==> config.mk <==
export PLATFORM = sky130hd
export DESIGN_NAME = spi_readout_arbiter
export DESIGN_NICKNAME = d
export VERILOG_FILES = /design/src/rtl/spi_arb_pkg.sv /design/src/rtl/sync_2ff.sv /design/src/rtl/spi_readout_arbiter.sv
export SDC_FILE = /design/constraint.sdc
export NUM_CORES = 1
export LEC_CHECK = 0
export CORE_MARGIN = 1
export CORE_UTILIZATION = 40
export DETAILED_ROUTE_END_ITERATION = 10
export GPL_TIMING_DRIVEN = 0
export MAX_ROUTING_LAYER = met4
export PLACE_DENSITY = 0.76
export SLEW_MARGIN = 20
export SYNTH_ARGS = -nofsm -noshare
export SYNTH_HDL_FRONTEND = slang
export SYNTH_HIERARCHICAL = 1
export SYNTH_SLANG_ARGS = --single-unit
==> constraint.sdc <==
create_clock -name clock -period 2.1 [get_ports clock]
set_clock_uncertainty 0.05 [all_clocks]
set_input_delay 0.63 -clock clock [delete_from_list [all_inputs] [get_ports clock]]
set_output_delay 0.63 -clock clock [all_outputs]
set_load 0.05 [all_outputs]
==> src/rtl/spi_arb_pkg.sv <==
// Shared types and constants for the SPI readout arbiter: FSM encoding,
// requester identity, the default idle word and counter widths.
package spi_arb_pkg;

   typedef enum logic [1:0] {
      ST_IDLE = 2'd0,
      ST_HOST = 2'd1,
      ST_AUTO = 2'd2
   } arb_state_e;

   typedef enum logic {
      GRANT_HOST = 1'b0,
      GRANT_AUTO = 1'b1
   } grant_e;

   localparam logic [31:0] IDLE_WORD_DEFAULT = 32'h3D3D3D3D;

   localparam int WORD_CNT_W  = 8;
   localparam int STALL_CNT_W = 12;
   localparam int BURST_CNT_W = 16;

endpackage

==> src/rtl/sync_2ff.sv <==
// Generic two-flop synchroniser for bringing asynchronous levels into the
// clock domain; output follows the input two clock edges later.
module sync_2ff #(
   parameter int WIDTH = 1
) (
   input  logic             clock,
   input  logic [WIDTH-1:0] d,
   output logic [WIDTH-1:0] q
);

   logic [WIDTH-1:0] meta_q;
   logic [WIDTH-1:0] sync_q;

   // NOTE: no reset here on purpose; the chain flushes itself within two
   // cycles, and leaving it live keeps a held level visible right after reset.
   always_ff @(posedge clock) begin
      meta_q <= d;
      sync_q <= meta_q;
   end

   assign q = sync_q;

endmodule

==> src/rtl/spi_readout_arbiter.sv <==
// Shares the spi_readout command stream between host configuration words and
// interrupt-driven bursts of idle words, presented as an FWFT FIFO.
module spi_readout_arbiter
   import spi_arb_pkg::*;
#(
   parameter logic [31:0] IDLE_WORD  = IDLE_WORD_DEFAULT,
   parameter int          AUTO_WORDS = 8,
   parameter int          HOST_BURST = 16,
   parameter int          TIMEOUT    = 4095
) (
   input  logic        clock,
   input  logic        reset,
   input  logic        enable,
   input  logic        interrupt,
   input  logic [31:0] host_fifo_dout,
   input  logic        host_fifo_empty,
   output logic        host_fifo_rd_en,
   output logic [31:0] spi_fifo_dout,
   output logic        spi_fifo_empty,
   input  logic        spi_fifo_rd_en,
   output logic        grant_host,
   output logic        grant_auto,
   output logic [15:0] burst_count,
   output logic        timeout_err
);

   localparam logic [WORD_CNT_W-1:0]  AUTO_LAST  = WORD_CNT_W'(AUTO_WORDS - 1);
   localparam logic [WORD_CNT_W-1:0]  HOST_LAST  = WORD_CNT_W'(HOST_BURST - 1);
   localparam logic [STALL_CNT_W-1:0] STALL_LAST = STALL_CNT_W'(TIMEOUT - 1);

   arb_state_e             state_q, state_d;
   grant_e                 last_grant_q, last_grant_d;
   logic [WORD_CNT_W-1:0]  word_cnt_q, word_cnt_d;
   logic [STALL_CNT_W-1:0] stall_cnt_q, stall_cnt_d;
   logic [BURST_CNT_W-1:0] burst_cnt_q, burst_cnt_d;
   logic                   timeout_err_q, timeout_err_d;
   logic                   grant_host_q, grant_host_d;
   logic                   grant_auto_q, grant_auto_d;

   logic irq_n_s;
   logic auto_req;
   logic host_pending;

   sync_2ff #(.WIDTH(1)) u_irq_sync (
      .clock (clock),
      .d     (interrupt),
      .q     (irq_n_s)
   );

   assign auto_req     = enable & ~irq_n_s;
   assign host_pending = ~host_fifo_empty;

   // NOTE: every always_comb output gets a default first so no path can
   // leave a variable unassigned and infer a latch.
   always_comb begin
      state_d         = state_q;
      last_grant_d    = last_grant_q;
      word_cnt_d      = word_cnt_q;
      stall_cnt_d     = stall_cnt_q;
      burst_cnt_d     = burst_cnt_q;
      timeout_err_d   = timeout_err_q;
      host_fifo_rd_en = 1'b0;
      spi_fifo_dout   = '0;
      spi_fifo_empty  = 1'b1;

      unique case (state_q)
         ST_IDLE: begin
            word_cnt_d  = '0;
            stall_cnt_d = '0;
            if (auto_req && host_pending) begin
               state_d = (last_grant_q == GRANT_HOST) ? ST_AUTO : ST_HOST;
            end else if (auto_req) begin
               state_d = ST_AUTO;
            end else if (host_pending) begin
               state_d = ST_HOST;
            end
         end

         ST_HOST: begin
            spi_fifo_dout   = host_fifo_dout;
            spi_fifo_empty  = host_fifo_empty;
            // Pop is withheld during reset so an aborted grant never eats a word.
            host_fifo_rd_en = spi_fifo_rd_en & host_pending & ~reset;
            if (!host_pending) begin
               state_d      = ST_IDLE;
               last_grant_d = GRANT_HOST;
            end else if (spi_fifo_rd_en) begin
               word_cnt_d = word_cnt_q + WORD_CNT_W'(1);
               if (word_cnt_q == HOST_LAST) begin
                  state_d      = ST_IDLE;
                  last_grant_d = GRANT_HOST;
               end
            end
         end

         ST_AUTO: begin
            spi_fifo_dout  = IDLE_WORD;
            spi_fifo_empty = 1'b0;
            if (spi_fifo_rd_en) begin
               word_cnt_d  = word_cnt_q + WORD_CNT_W'(1);
               stall_cnt_d = '0;
               if (word_cnt_q == AUTO_LAST) begin
                  burst_cnt_d  = burst_cnt_q + BURST_CNT_W'(1);
                  last_grant_d = GRANT_AUTO;
                  state_d      = ST_IDLE;
               end
            end else if (stall_cnt_q == STALL_LAST) begin
               timeout_err_d = 1'b1;
               state_d       = ST_IDLE;
            end else begin
               stall_cnt_d = stall_cnt_q + STALL_CNT_W'(1);
            end
         end

         default: state_d = ST_IDLE;
      endcase

      grant_host_d = (state_d == ST_HOST);
      grant_auto_d = (state_d == ST_AUTO);
   end

   // NOTE: sequential state uses non-blocking assignments only, so every flop
   // samples the pre-edge values regardless of statement order.
   always_ff @(posedge clock) begin
      if (reset) begin
         state_q       <= ST_IDLE;
         last_grant_q  <= GRANT_HOST;
         word_cnt_q    <= '0;
         stall_cnt_q   <= '0;
         burst_cnt_q   <= '0;
         timeout_err_q <= 1'b0;
         grant_host_q  <= 1'b0;
         grant_auto_q  <= 1'b0;
      end else begin
         state_q       <= state_d;
         last_grant_q  <= last_grant_d;
         word_cnt_q    <= word_cnt_d;
         stall_cnt_q   <= stall_cnt_d;
         burst_cnt_q   <= burst_cnt_d;
         timeout_err_q <= timeout_err_d;
         grant_host_q  <= grant_host_d;
         grant_auto_q  <= grant_auto_d;
      end
   end

   assign grant_host  = grant_host_q;
   assign grant_auto  = grant_auto_q;
   assign burst_count = burst_cnt_q;
   assign timeout_err = timeout_err_q;

endmodule

# Word-level counts from Yosys, hierarchy flattened
# Index checks and enable logic that the tools add are counted.
[word_totals]
register_bits = 44
output_inout_bits = 53
[op_classes]
bitwise_logic = 7
n_eq_ne = 13
n_mux = 26
n_addsub = 3
n_reduce_logical = 10
[op_table]
columns = ["operator", "count"]
rows = [
  ["$pmux W32 S2", 1],
  ["$mux W12", 2],
  ["$pmux W12 S2", 1],
  ["$pmux W8 S3", 1],
  ["$mux W2", 10],
  ["$add A16 B1 Y16 const B", 1],
  ["$mux W8", 2],
  ["$add A12 B1 Y12 const B", 1],
  ["$eq A12 B12 Y1 const B", 1],
  ["$ne A3 B3 Y1 const B", 3],
  ["$add A8 B1 Y8 const B", 1],
  ["$eq A8 B3 Y1 const B", 1],
  ["$eq A8 B4 Y1 const B", 1],
  ["$mux W1", 6],
  ["$ne A2 B2 Y1 const B", 3],
  ["$pmux W2 S3", 1],
  ["$reduce_and A3 Y1", 2],
  ["$reduce_and A5 Y1", 1],
  ["$eq A2 B1 Y1 const B", 2],
  ["$eq A2 B2 Y1 const B", 2],
  ["$not A1 Y1", 4],
  ["$pmux W1 S2", 2],
  ["$reduce_and A2 Y1", 2],
  ["$reduce_bool A2 Y1", 2],
  ["4 further kinds", 6],
]

# Longest topological paths before layout
[logic_depth]
word_depth = 6
depth_mapped = 8
ltp_nobuf = 7

# By module
# The synthesis kept the hierarchy.
[by_module_without_submodules]
columns = ["module", "cells_each", "area_per_inst_um2", "seq_area_each_um2", "n_inst"]
rows = [
  ["spi_readout_arbiter", 284, 2397.3, 840.8, 1],
  ["sync_2ff", 2, 40.0, 40.0, 1],
]

# Worst setup path before layout
# No wires, ideal clock.
[synth_path]
path_type = "input to output"
start = "in reset"
end = "out host_fifo_rd_en"
stages = 2
t_required_ns = 1.420
t_arrival_ns = 1.971
setup_slack_ns = -0.551
cell_sequence = "clkbuf_1 nor3b_1"
[synth_between]
elab_chain_len = 3
[synth_rtl]
columns = ["item", "line", "text"]
rows = [
  ["from (decl)", "spi_readout_arbiter.sv:12", "input logic reset,"],
  ["$not A1 Y1", "spi_readout_arbiter.sv:83", "host_fifo_rd_en = spi_fifo_rd_en & host_pending & ~reset;"],
  ["$and A1 B1 Y1", "spi_readout_arbiter.sv:83", ""],
  ["$mux W1", "spi_readout_arbiter.sv:66", "unique case (state_q)"],
  ["to (decl)", "spi_readout_arbiter.sv:17", "output logic host_fifo_rd_en,"],
]
# Every way passes these cells.

# Worst setup path in the final report
[layout_path]
start = "reg state_q[1]"
end = "out spi_fifo_dout[29]"
[layout_between]
elab_chain_len = 2
elab_cells_between_ends = 3
classes_between = "2 x eq/ne; 1 x mux"
[layout_rtl]
columns = ["item", "line", "text"]
rows = [
  ["from (decl)", "spi_readout_arbiter.sv:31", "arb_state_e state_q, state_d;"],
  ["from (signal assigned)", "spi_readout_arbiter.sv:135", "state_q <= state_d;"],
  ["$eq A2 B2 Y1 or $eq A2 B1 Y1 (tied branches)", "spi_readout_arbiter.sv:66", ""],
  ["$pmux W32 S2 *", "spi_readout_arbiter.sv:66", ""],
  ["to (decl)", "spi_readout_arbiter.sv:18", "output logic [31:0] spi_fifo_dout,"],
]
# Mark *: on every way between the ends. The rest lies on a longest branch, timed or not.

==> metrics.csv <==
metric,value,unit
status,finished with violations,
violations,negative setup slack,
finalNonFillerCells,480,
syn2layout_area_growth,77.05,%
finalCritPeriodShare,112.5,%
synth_top_area_share,36.14,%
setup_violations,34,
wl_met1,3.040,mm
clockBufferDepth,2,
maxCapViolCount,0,
start_kind,flip-flop,
finalMaxSlewViolations,0,
wl_met2,4.059,mm
cellPowerDensity,524.9,nW/um^2
initial_core_util,41.41,%
ys_seq_area_share,36.14,%
min_path_type,flip-flop to flip-flop,
layout_setup_ws,-0.2619,ns
period_minus_slack,2.362,ns
crit_fanout,5,
drive_above_1_share,32.59,%
grt_pass1_wl,11.83,mm
hpwl,4.757,mm
drt_first_iter_violations,150,
grt_pass1_vias,2435,
synth_area_leaders,"dfxtp_1, xnor2_1, a21o_1",
peakVddDrop,0.0003701,V
cts_tree,yes,
drcViolationCount,0,
slew_headroom,65.58,%
synth_edf_count,0,
synth_area,2437,sq um
post-place-cells,450,
required,1.42,ns
dr.max_layer_used,met4,
row_count,28,
grt_setup_unrepaired,yes,
antenna_found_initial,0,
wl_per_cell,16.15,um
numCtsBuffers,5,
layout.nets,450,
pin_count,91,
route.met3.wl,485,um
grt_usage,24.62,%
grt_overflow,0,
routed_via_density,5.338,
synth_nets,332,
final_area,4315,sq um
dpl-instance-area,3568,sq um
grt_max_degree,15,
syn_inst,286,
placeableCoreArea,5886,sq um
io_buffers,89,
cts_root_buf,clkbuf_8,
cts_max_level,2,
die_y,80.06,um
critical-path-slowest-cell,dfxtp_2,
avgSynthCellArea,8.522,sq um
antennaDiodeCount,0,
synth_area_leader_cell,dfxtp_1,
synth_warnings,6,
hold_viol_final,0,
slowest_delay,0.38,ns
ys_types,43,
fp.dieW,80.06,um
routed_wl,7.750,mm
arrival,1.68,ns
hold_depth,0,
ant_nets,0,
first_pass_iters,4,
clock_latency,0.29,ns
cts.sinks,44,
crit_type,flip-flop to output pin,
gp_congestion,0.8202,
tightest_slew,0.5154,ns
vias,2562,
cp-end-kind,output pin,
async_flop_share,0,%
synth_flop_cell,dfxtp_1,
clk_pin_slew_worst_paths,0.09,ns
cp_cell_sequence,inv_4 > ha_4 > and2_4 > clkbuf_16 > a21o_4 > buf_8,
max_freq,423.4,MHz
p_leak,1.832,nW
dieArea,6410,sq um
ys_seq_elements,44,
ff2ff_path_depth,7,
[area by class of cell]
| class | instances | area [sq um] |
|---|---|---|
| multi-input combinational | 221 | 1802 |
| sequential | 44 | 885.9 |
| buffer | 13 | 126.4 |
| clock inverter | 2 | 38.79 |
| clock buffer | 6 | 82.58 |
| fill | 415 | 1570 |
| inverter | 8 | 37.54 |
| timing repair buffer | 111 | 1249 |
| tap | 75 | 93.84 |
[synth_stat cells, drive strengths merged, types with 2 or more instances]
library cell	count
a2111oi	5
a211oi	7
a21o	20
a21oi	5
and2	4
and3	23
and4	3
buf	2
clkbuf	11
dfxtp	44
ha	8
inv	8
mux2	2
mux2i	3
nand2	11
nand2b	4
nand3	13
nand4	11
nor2	41
nor2b	3
nor3	4
nor3b	4
nor4	2
o21bai	3
o31ai	2
or3	2
xnor2	18
xor2	13
[worst max-delay path: cells and delay by family, from the launching register on]
kind                     cells  cell delay [ns]
buffers and inverters        3             0.36
AND/OR/NAND/NOR              1             0.19
flip-flops                   1             0.38
AO/OA/AOI/OAI                1             0.21
adder cells (fa/ha/maj)      1             0.25
[registers in the layout, indices dropped and copies added (netlist names)]
register and flops:
grant_host 1, stall_cnt_q 12, word_cnt_q 8, u_irq_sync/meta_q 1
timeout_err 1, burst_count 16, last_grant_q 1, grant_auto 1
u_irq_sync/q 1, state_q 2
[final timing paths]
| kind | start | endpoint | slack (ns) |
|---|---|---|---|
| min reg2reg | u_irq_sync/meta_q | u_irq_sync/q | 0.32 |
| max reg2reg | state_q[0] | grant_host | 0.02 |
| max | state_q[1] | spi_fifo_dout[29] | -0.26 |
| min | u_irq_sync/meta_q | u_irq_sync/q | 0.32 |
[cells in the final DEF (no fill, tap or decap), types with 3 or more instances in the layout]
master,Yosys,routed
nor3_1,4,3
clkbuf_1,11,5
xor2_1,13,13
clkbuf_8,0,13
nand2b_1,4,3
clkdlybuf4s50_1,0,34
a21o_4,0,20
nor2_1,40,40
nand2_1,11,9
inv_1,8,6
ha_4,0,3
a211oi_1,7,7
buf_6,0,6
a21oi_1,5,5
and4_1,3,3
and3_1,23,11
xnor2_1,18,18
mux2i_1,3,3
nand4_1,11,11
nor3b_2,1,3
dfxtp_1,44,42
and3_4,0,11
a2111oi_0,4,3
nand3_1,13,13
buf_8,0,33
nor2b_1,3,3
dlygate4sd2_1,0,18
buf_4,0,14
ha_1,8,4
[routing by layer]
| layer | up-vias | track usage [%] |
|---|---|---|
| li1 | 1252 | - |
| met2 | 92 | 46.15 |
| met1 | 1204 | 25.70 |
| met5 | - | - |
| met3 | 14 | 5.341 |
| met4 | 0 | 7.143 |
[logic make-up after synthesis]
logic type      count (synthesis)  share of synthesized area [%]
mux                             5                          2.156
buf+inv                        21                          3.337
simple gates                  129                          28.34
compound gates                 48                          14.78
xor+xnor                       31                          11.14
flops                          44                          36.14
fa+ha+maj                       8                          4.107
[metrics by stage]
stage / power [mW] / utilization [%] / setup TNS [ns] / setup slack [ns] / hold WS [ns]
after floorplan: 1.192 / - / -0.3937 / -0.06486 / 0.2596
after global placement: 1.367 / 60.63 / -42.18 / -0.9967 / 0.3000
after detailed placement: 1.374 / 60.63 / -42.76 / -0.9851 / 0.3037
after CTS: 2.195 / 70.13 / -5.842 / -0.2197 / 0.3166
after global routing: 2.347 / 73.32 / -8.425 / -0.2897 / 0.3183
final: 2.265 / 73.32 / -7.152 / -0.2619 / 0.3236
[power breakdown]
group / leakage (nW) / internal [mW] / switching, mW
Combinational: 1.41 / 0.357 / 0.366
Clock: 0.0614 / 0.389 / 0.292
Sequential: 0.357 / 0.848 / 0.0140
Total: 1.83 / 1.59 / 0.671
[repair_timing]
action	in CTS	in global routing
resized for setup	321	42
hold endpoints to repair	0	0
pin swaps	25	5
buffers inserted	13	4
hold buffers	0	0
endpoints found under the setup margin	80	48
cloned	5	0
(Power assumes the default switching activity.)
